## config.mk

```make
export PLATFORM = sky130hd
export DESIGN_NAME = csla_sub_64bit_pipe
export DESIGN_NICKNAME = d
export VERILOG_FILES = /design/src/rtl/csla_sub_64bit_pipe.sv
export SDC_FILE = /design/constraint.sdc
export NUM_CORES = 1
export LEC_CHECK = 0
export ABC_AREA = 1
export ABC_CLOCK_PERIOD_IN_PS = 29900
export CAP_MARGIN = 10
export CORE_UTILIZATION = 54
export CTS_CLUSTER_SIZE = 12
export DETAILED_ROUTE_END_ITERATION = 6
export PLACE_DENSITY = 0.92
export SETUP_SLACK_MARGIN = 0.02
export SYNTH_ARGS = -nofsm -noshare
export SYNTH_HDL_FRONTEND = slang
export SYNTH_SLANG_ARGS = --single-unit
```

## constraint.sdc

```tcl
create_clock -name clk -period 29.9 [get_ports clk]
set_clock_uncertainty 0.15 [all_clocks]
set_input_delay 5.98 -clock clk [delete_from_list [all_inputs] [get_ports clk]]
set_output_delay 5.98 -clock clk [all_outputs]
set_load 0.01 [all_outputs]
```

## src/rtl/csla_sub_64bit_pipe.sv

```systemverilog
// rtl/csla_sub_64bit_pipe.sv - two-stage 64-bit carry-select subtractor with valid/ready flow control; CSLA_SUB_OVF_EN adds signed overflow output ovf
module csla_sub_64bit_pipe (
  input  logic        clk,
  input  logic        rst,
  input  logic        in_valid,
  output logic        in_ready,
  input  logic [63:0] a,
  input  logic [63:0] b,
  input  logic        bin,
  output logic        out_valid,
  input  logic        out_ready,
  output logic [63:0] diff,
`ifdef CSLA_SUB_OVF_EN
  output logic        ovf,
`endif
  output logic        bout
);

  // 32-bit carry-select adder: segments of 4,5,6,7,10 bits. The first segment
  // ripples from cin; each later segment ripples twice (carry 0 and carry 1)
  // and the carry selected out of the previous segment picks the result.
  function automatic logic [32:0] csel_add32(input logic [31:0] x,
                                             input logic [31:0] y,
                                             input logic        cin);
    logic [31:0] s0, s1, s;
    logic        c0, c1, csel;
    int          lo, hi;
    s0   = '0;
    s1   = '0;
    s    = '0;
    csel = cin;
    lo   = 0;
    hi   = 0;
    for (int k = 0; k < 5; k++) begin
      case (k)
        0:       begin lo = 0;  hi = 3;  end
        1:       begin lo = 4;  hi = 8;  end
        2:       begin lo = 9;  hi = 14; end
        3:       begin lo = 15; hi = 21; end
        default: begin lo = 22; hi = 31; end
      endcase
      c0 = (k == 0) ? cin : 1'b0;
      c1 = (k == 0) ? cin : 1'b1;
      for (int i = 0; i < 32; i++) begin
        if (i >= lo && i <= hi) begin
          s0[i] = x[i] ^ y[i] ^ c0;
          c0    = (x[i] & y[i]) | (c0 & (x[i] ^ y[i]));
          s1[i] = x[i] ^ y[i] ^ c1;
          c1    = (x[i] & y[i]) | (c1 & (x[i] ^ y[i]));
        end
      end
      for (int i = 0; i < 32; i++) begin
        if (i >= lo && i <= hi) begin
          s[i] = csel ? s1[i] : s0[i];
        end
      end
      csel = csel ? c1 : c0;
    end
    return {csel, s};
  endfunction

  logic        s1_valid;
  logic        s1_c32;
  logic [31:0] s1_diff_lo;
  logic [31:0] s1_a_hi;
  logic [31:0] s1_nb_hi;
  logic        s2_valid;
  logic        s1_load;
  logic        s2_load;
  logic [32:0] lo_res;
  logic [32:0] hi_res;

  // Stage 2 moves when it is empty or its result leaves; stage 1 follows.
  assign s2_load   = !s2_valid || out_ready;
  assign s1_load   = !s1_valid || s2_load;
  assign in_ready  = s1_load;
  assign out_valid = s2_valid;

  // Subtraction as a + ~b + !bin; carry out of the top is the inverted borrow.
  assign lo_res = csel_add32(a[31:0], ~b[31:0], ~bin);
  assign hi_res = csel_add32(s1_a_hi, s1_nb_hi, s1_c32);

  // Stage 1: low half result, carry into the upper half and upper operands.
  always_ff @(posedge clk or posedge rst) begin
    if (rst) begin
      s1_valid   <= 1'b0;
      s1_c32     <= 1'b0;
      s1_diff_lo <= '0;
      s1_a_hi    <= '0;
      s1_nb_hi   <= '0;
    end else if (s1_load) begin
      s1_valid <= in_valid;
      if (in_valid) begin
        s1_c32     <= lo_res[32];
        s1_diff_lo <= lo_res[31:0];
        s1_a_hi    <= a[63:32];
        s1_nb_hi   <= ~b[63:32];
      end
    end
  end

  // Stage 2: upper half result, final borrow (and overflow) held until taken.
  always_ff @(posedge clk or posedge rst) begin
    if (rst) begin
      s2_valid <= 1'b0;
      diff     <= '0;
      bout     <= 1'b0;
`ifdef CSLA_SUB_OVF_EN
      ovf      <= 1'b0;
`endif
    end else if (s2_load) begin
      s2_valid <= s1_valid;
      if (s1_valid) begin
        diff <= {hi_res[31:0], s1_diff_lo};
        bout <= ~hi_res[32];
`ifdef CSLA_SUB_OVF_EN
        // b[63] is the inverse of the stored ~b[63]; a[63] is already held.
        ovf  <= (s1_a_hi[31] != ~s1_nb_hi[31]) && (hi_res[31] != s1_a_hi[31]);
`endif
      end
    end
  end

endmodule

```

======== Yosys cells after proc, flatten, opt, wreduce, memory -nomap -nowiden ========
Cells that the tools add are included.
storage, ports and cells
  bits of input ports ..................... 133
  register bits ........................... 164
  logic and storage cells ................. 538
  output and inout bits ................... 67
operators by class
  reductions and logical operators ........ 6
  bitwise operators ....................... 460
  mux-type cells .......................... 64
operators with widths
  kind                 number
  AND 1 bit            168
  XOR 1 bit            168
  OR 1 bit             112
  2-to-1 mux 1 bit     64
  NOT 32 bit           2
  NOT 1 bit            10
  AND reduction 2 bit  2
  logical NOT 1 bit    2
  logical OR 1 bit     2

======== Depth between registers and ports, before layout ========
  word-level depth ........................ 22
  gate-level depth with buffers ........... 47

======== Least setup slack after synthesis ========
Ideal clock, no wire load.
  path type ............................... input-to-reg
  from .................................... in b[0]
  to ...................................... reg s1_diff_lo[31]
  stages on the path ...................... 44
  path slack .............................. 13219 ps
  arrival ................................. 16415 ps
  cell sequence ........................... inv_1 -> fa_1 -> inv_1 -> fa_1 -> fa_1 -> inv_1 -> fa_1 -> nand2_1 -> o21ai_0 -> fa_1 -> fa_1 -> fa_1 -> inv_1 -> fa_1 -> o21ai_0 -> fa_1 -> fa_1 -> fa_1 -> [8 not listed] -> fa_1 -> inv_1 -> fa_1 -> o21ai_0 -> fa_1 -> fa_1 -> fa_1 -> fa_1 -> fa_1 -> fa_1 -> inv_1 -> fa_1 -> inv_1 -> fa_1 -> inv_1 -> fa_1 -> nand3_1 -> nand2_1
between the ends
  cells in the longest elaborated chain, start to end .. 14
  elaborated cells on any way between the ends .. 15
RTL lines
  item                              RTL line  text
  start, declared                   8         input logic [63:0] b,
  NOT 32 bit *                      80        assign lo_res = csel_add32(a[31:0], ~b[31:0], ~bin);
  XOR 1 bit                         -
  AND 1 bit                         47, 49
  OR 1 bit *                        47, 49
  AND 1 bit *                       47, 49
  OR 1 bit *                        47, 49
  AND 1 bit *                       47, 49
  OR 1 bit *                        47, 49
  AND 1 bit *                       47, 49
  OR 1 bit *                        47, 49
  2-to-1 mux 1 bit * (3 in series)  57        csel = csel ? c1 : c0;
  2-to-1 mux 1 bit *                54        s[i] = csel ? s1[i] : s0[i];
  via lo_res[31]                    70        logic [32:0] lo_res;
  end signal, assigned              95        s1_diff_lo <= lo_res[31:0];
  end, declared                     64        logic [31:0] s1_diff_lo;
Mark *: on every way through the listed nets, which the timed path passes. The rest lies on a longest branch.
A chain may end at the register's enable or synchronous reset.

======== Worst setup path after layout ========
Ends and elaborated chain as after synthesis.

==> flow_summary.json <==
{
  "grt_pass1_vias": 6567,
  "holdBufCountCts": 0,
  "clkSlewWorstSetupHoldPaths_ns": 0.06,
  "post_synth_instance_area_um2": 8230,
  "initial_core_util_pct": 56.0,
  "reg2reg_slack_ns": 17.09,
  "synth_largest_area_cell": "sky130_fd_sc_hd__dfrtp_1",
  "final-hold-violation-count": 0,
  "syn-mean-instance-area_um2": 9.28,
  "finish.cell_count_without_fillers": 1261,
  "max_root_sink_buffers": 2,
  "ios": 200,
  "critical-path-max-stage-delay_ns": 0.45,
  "post_synth_main_area_contributors": "sky130_fd_sc_hd__dfrtp_1 (50%), sky130_fd_sc_hd__nand2_1 (19%), sky130_fd_sc_hd__fa_1 (14%)",
  "drive_gt1_share_pct": 3.81,
  "async_flop_share_pct": 100,
  "clkSinkCount": 164,
  "setup_slack_ns": 12.57,
  "wl_um": 18500,
  "critical_path.slowest_cell": "sky130_fd_sc_hd__clkdlybuf4s50_1",
  "crit_fanout": 4,
  "cts_setup_buffers": 0,
  "termination_of_the_worst_setup_path": "s1_diff_lo[31]$_DFFE_PP0P_",
  "final_design_area_excluding_fillers_um2": 10800,
  "vias_per_cell": 5.11,
  "numPortBuffers": 199,
  "timing.max_slew.rel_slack_pct": 22.6,
  "sequential_fraction_of_the_synthesis_area_pct": 49.9,
  "synth-seq-cells": 164,
  "num_rows": 44,
  "routabilityCongestion": 0.788,
  "synthesized_net_count": 1092,
  "placeable_core_area_um2": 14700,
  "synth_cell_types": 15,
  "floorplan.die.height_um": 125,
  "grt.total_usage_pct": 25.3,
  "number_of_nets_with_antenna_violations_after_detailed_routing": 0,
  "grt_setup_unrepaired": "false",
  "initial_antenna_violation_count": 0,
  "post_cts_resize_count": 0,
  "required_ns": 30.05,
  "power-per-cell-area_nw_per_um2": 71.9,
  "relative_area_change_from_synthesis_to_final_layout_pct": 31.3,
  "min-delay-path-class": "reg2reg",
  "report.final.slew_viol_count": 0,
  "synthFlopType": "sky130_fd_sc_hd__dfrtp_1",
  "hold_ws_ns": 0.318,
  "fin_setup_tns_ns": 0,
  "dp_slack_ns": 12.16,
  "number_of_buffers_inserted_during_clock_tree_synthesis": 17,
  "finish.net_count": 1269,
  "ys_warn_count": 0,
  "grt_remaining_overflow": 0,
  "yosys.cell_count.top_type": "sky130_fd_sc_hd__nand2_1",
  "number_of_flops_mapped_to_enable_cells_by_yosys": 0,
  "multi_input_area_um2": 3600,
  "synthTopCellsByCount": "sky130_fd_sc_hd__nand2_1 (420), sky130_fd_sc_hd__dfrtp_1 (164), sky130_fd_sc_hd__inv_1 (75), sky130_fd_sc_hd__fa_1 (56), sky130_fd_sc_hd__nand3b_1 (53)",
  "synth_top_cell_area_share_pct": 49.9,
  "dpl-instance-area_um2": 10200,
  "rr_worst_depth": 40,
  "grt_first_pass_wirelength_um": 31400,
  "share_clk_of_total_power_pct": 26.5,
  "critPathCaptureType": "flop",
  "dr_total_vias": 6445,
  "timing_worst_slew_pin_value_ns": 1.16,
  "cts-root-buf": "sky130_fd_sc_hd__clkbuf_16",
  "netlist_instances": 887,
  "sequential_cell_area_um2": 4100,
  "floorplan.die_area_um2": 15700,
  "post-route-drc-count": 11,
  "setup-violations-final": 0,
  "place_inst": 1229,
  "worst-setup-path-type": "in2reg",
  "drt_pass1_iterations": 7,
  "fin_crit_ns": 17.33,
  "violations": "design-rule violations",
  "grt_max_degree": 102,
  "cts_tree": "built",
  "path_common_cell": "sky130_fd_sc_hd__fa_1",
  "detailedRoute.firstIterationViolations": 547,
  "status": "finished, violations left",
  "startpoint_type_of_the_worst_setup_path": "primary input",
  "wl_per_cell_um": 14.7,
  "peakVddDrop_mv": 0.0449,
  "clk_latency_ns": 0.41,
  "static-leakage-power_nw": 5.51,
  "fmax_mhz": 57.7,
  "fin_util_pct": 73.5,
  "worst_setup_path_startpoint": "b[0]",
  "worstReg2RegStart": "s1_c32$_DFFE_PP0P_",
  "r2r-end": "diff[63]$_DFFE_PP0P_",
  "ctsHtreeMaxLevel": 4,
  "dp_hpwl_um": 12300,
  "internal_power_mw": 0.527,
  "power.sequential.fraction_pct": 41.2,
  "chipWidth_um": 125,
  "num-fill-cells": 1009,
  "crit_arrival_ns": 17.48,
  "net-switching-power_mw": 0.250,
  "net_switching_fraction_of_the_power_pct": 32.2,
  "design_power_total_mw": 0.777,
  "maxCapViolations": 0,
  "combinationalPowerShare_pct": 32.3,
  "fin_crit_sh_pct": 58.0,
  "antenna_cells": 0
}
[power groups by stage]
stage | clock network, mW | registers (mW) | logic [mW]
after floorplan | 0 | 0.336 | 0.109
after global placement | 0 | 0.320 | 0.241
after detailed placement | 0 | 0.323 | 0.252
after CTS | 0.209 | 0.320 | 0.254
after global routing | 0.218 | 0.327 | 0.281
final | 0.206 | 0.320 | 0.251
[area by class of cell]
cell class                      instances  area share (%)
Timing Repair Buffer                  203            18.7
Clock inverter                         14            1.23
Sequential cell                       164            38.0
Tap cell                              184            2.13
Inverter                               76            2.69
Clock buffer                           18            3.97
Multi-Input combinational cell        602            33.3
[cells by family after synthesis]
logic type / count (synthesis) / synth area share, %
and+or+nand+nor: 520 / 26.9
DFF: 164 / 49.9
buffers and inverters: 121 / 6.51
adders and majority gates: 72 / 16.1
AOI/OAI and AO/OA: 10 / 0.608
[sequential cells by signal, summed over array words and instances, names as in the netlist]
| register | count |
|---|---|
| out_valid | 1 |
| s1_diff_lo | 32 |
| diff | 64 |
| s1_nb_hi | 32 |
| s1_c32 | 1 |
| s1_valid | 1 |
| bout | 1 |
| s1_a_hi | 32 |
[worst min-delay path by stage]
stage	to	slack [ns]	start	cells past startpoint
5_1_grt	s1_diff_lo[7]$_DFFE_PP0P_	0.34	s1_diff_lo[7]$_DFFE_PP0P_	2
4_1_cts	diff[21]$_DFFE_PP0P_	0.32	s1_diff_lo[21]$_DFFE_PP0P_	2
2_1_floorplan	s1_a_hi[0]$_DFFE_PP0P_	0.29	s1_a_hi[0]$_DFFE_PP0P_	2
3_5_place_dp	diff[21]$_DFFE_PP0P_	0.30	s1_diff_lo[21]$_DFFE_PP0P_	2
6_report	diff[14]$_DFFE_PP0P_	0.32	s1_diff_lo[14]$_DFFE_PP0P_	2
3_3_place_gp	diff[3]$_DFFE_PP0P_	0.30	s1_diff_lo[3]$_DFFE_PP0P_	2
[critical path, delay by kind of cell]
| family | cells | cell delay (ns) |
|---|---|---|
| AO/OA/AOI/OAI | 4 | 0.46 |
| adder cells (fa/ha/maj) | 28 | 9.71 |
| buffers and inverters | 10 | 1.08 |
| AND/OR/NAND/NOR | 3 | 0.25 |
[cells in the final DEF, fill, tap and decap left out, drive strengths merged]
cell	count
nand2	422
clkdlybuf4s50	198
dfrtp	164
inv	78
fa	56
nand3b	53
nand3	45
clkbuf	18
ha	16
o21ai	10
clkinvlp	6
buf	5
clkinv	5
bufinv	1
[per-layer routing]
layer | track usage, % | part of all wire (%) | vias to the layer above
li1 | - | - | 3045
met1 | 31.7 | 39 | 3138
met2 | 43.5 | 52 | 244
met3 | 5.69 | 7.5 | 18
met4 | 8.25 | 1.2 | 0
met5 | 0 | 0 | -
(Power assumes the default switching activity.)
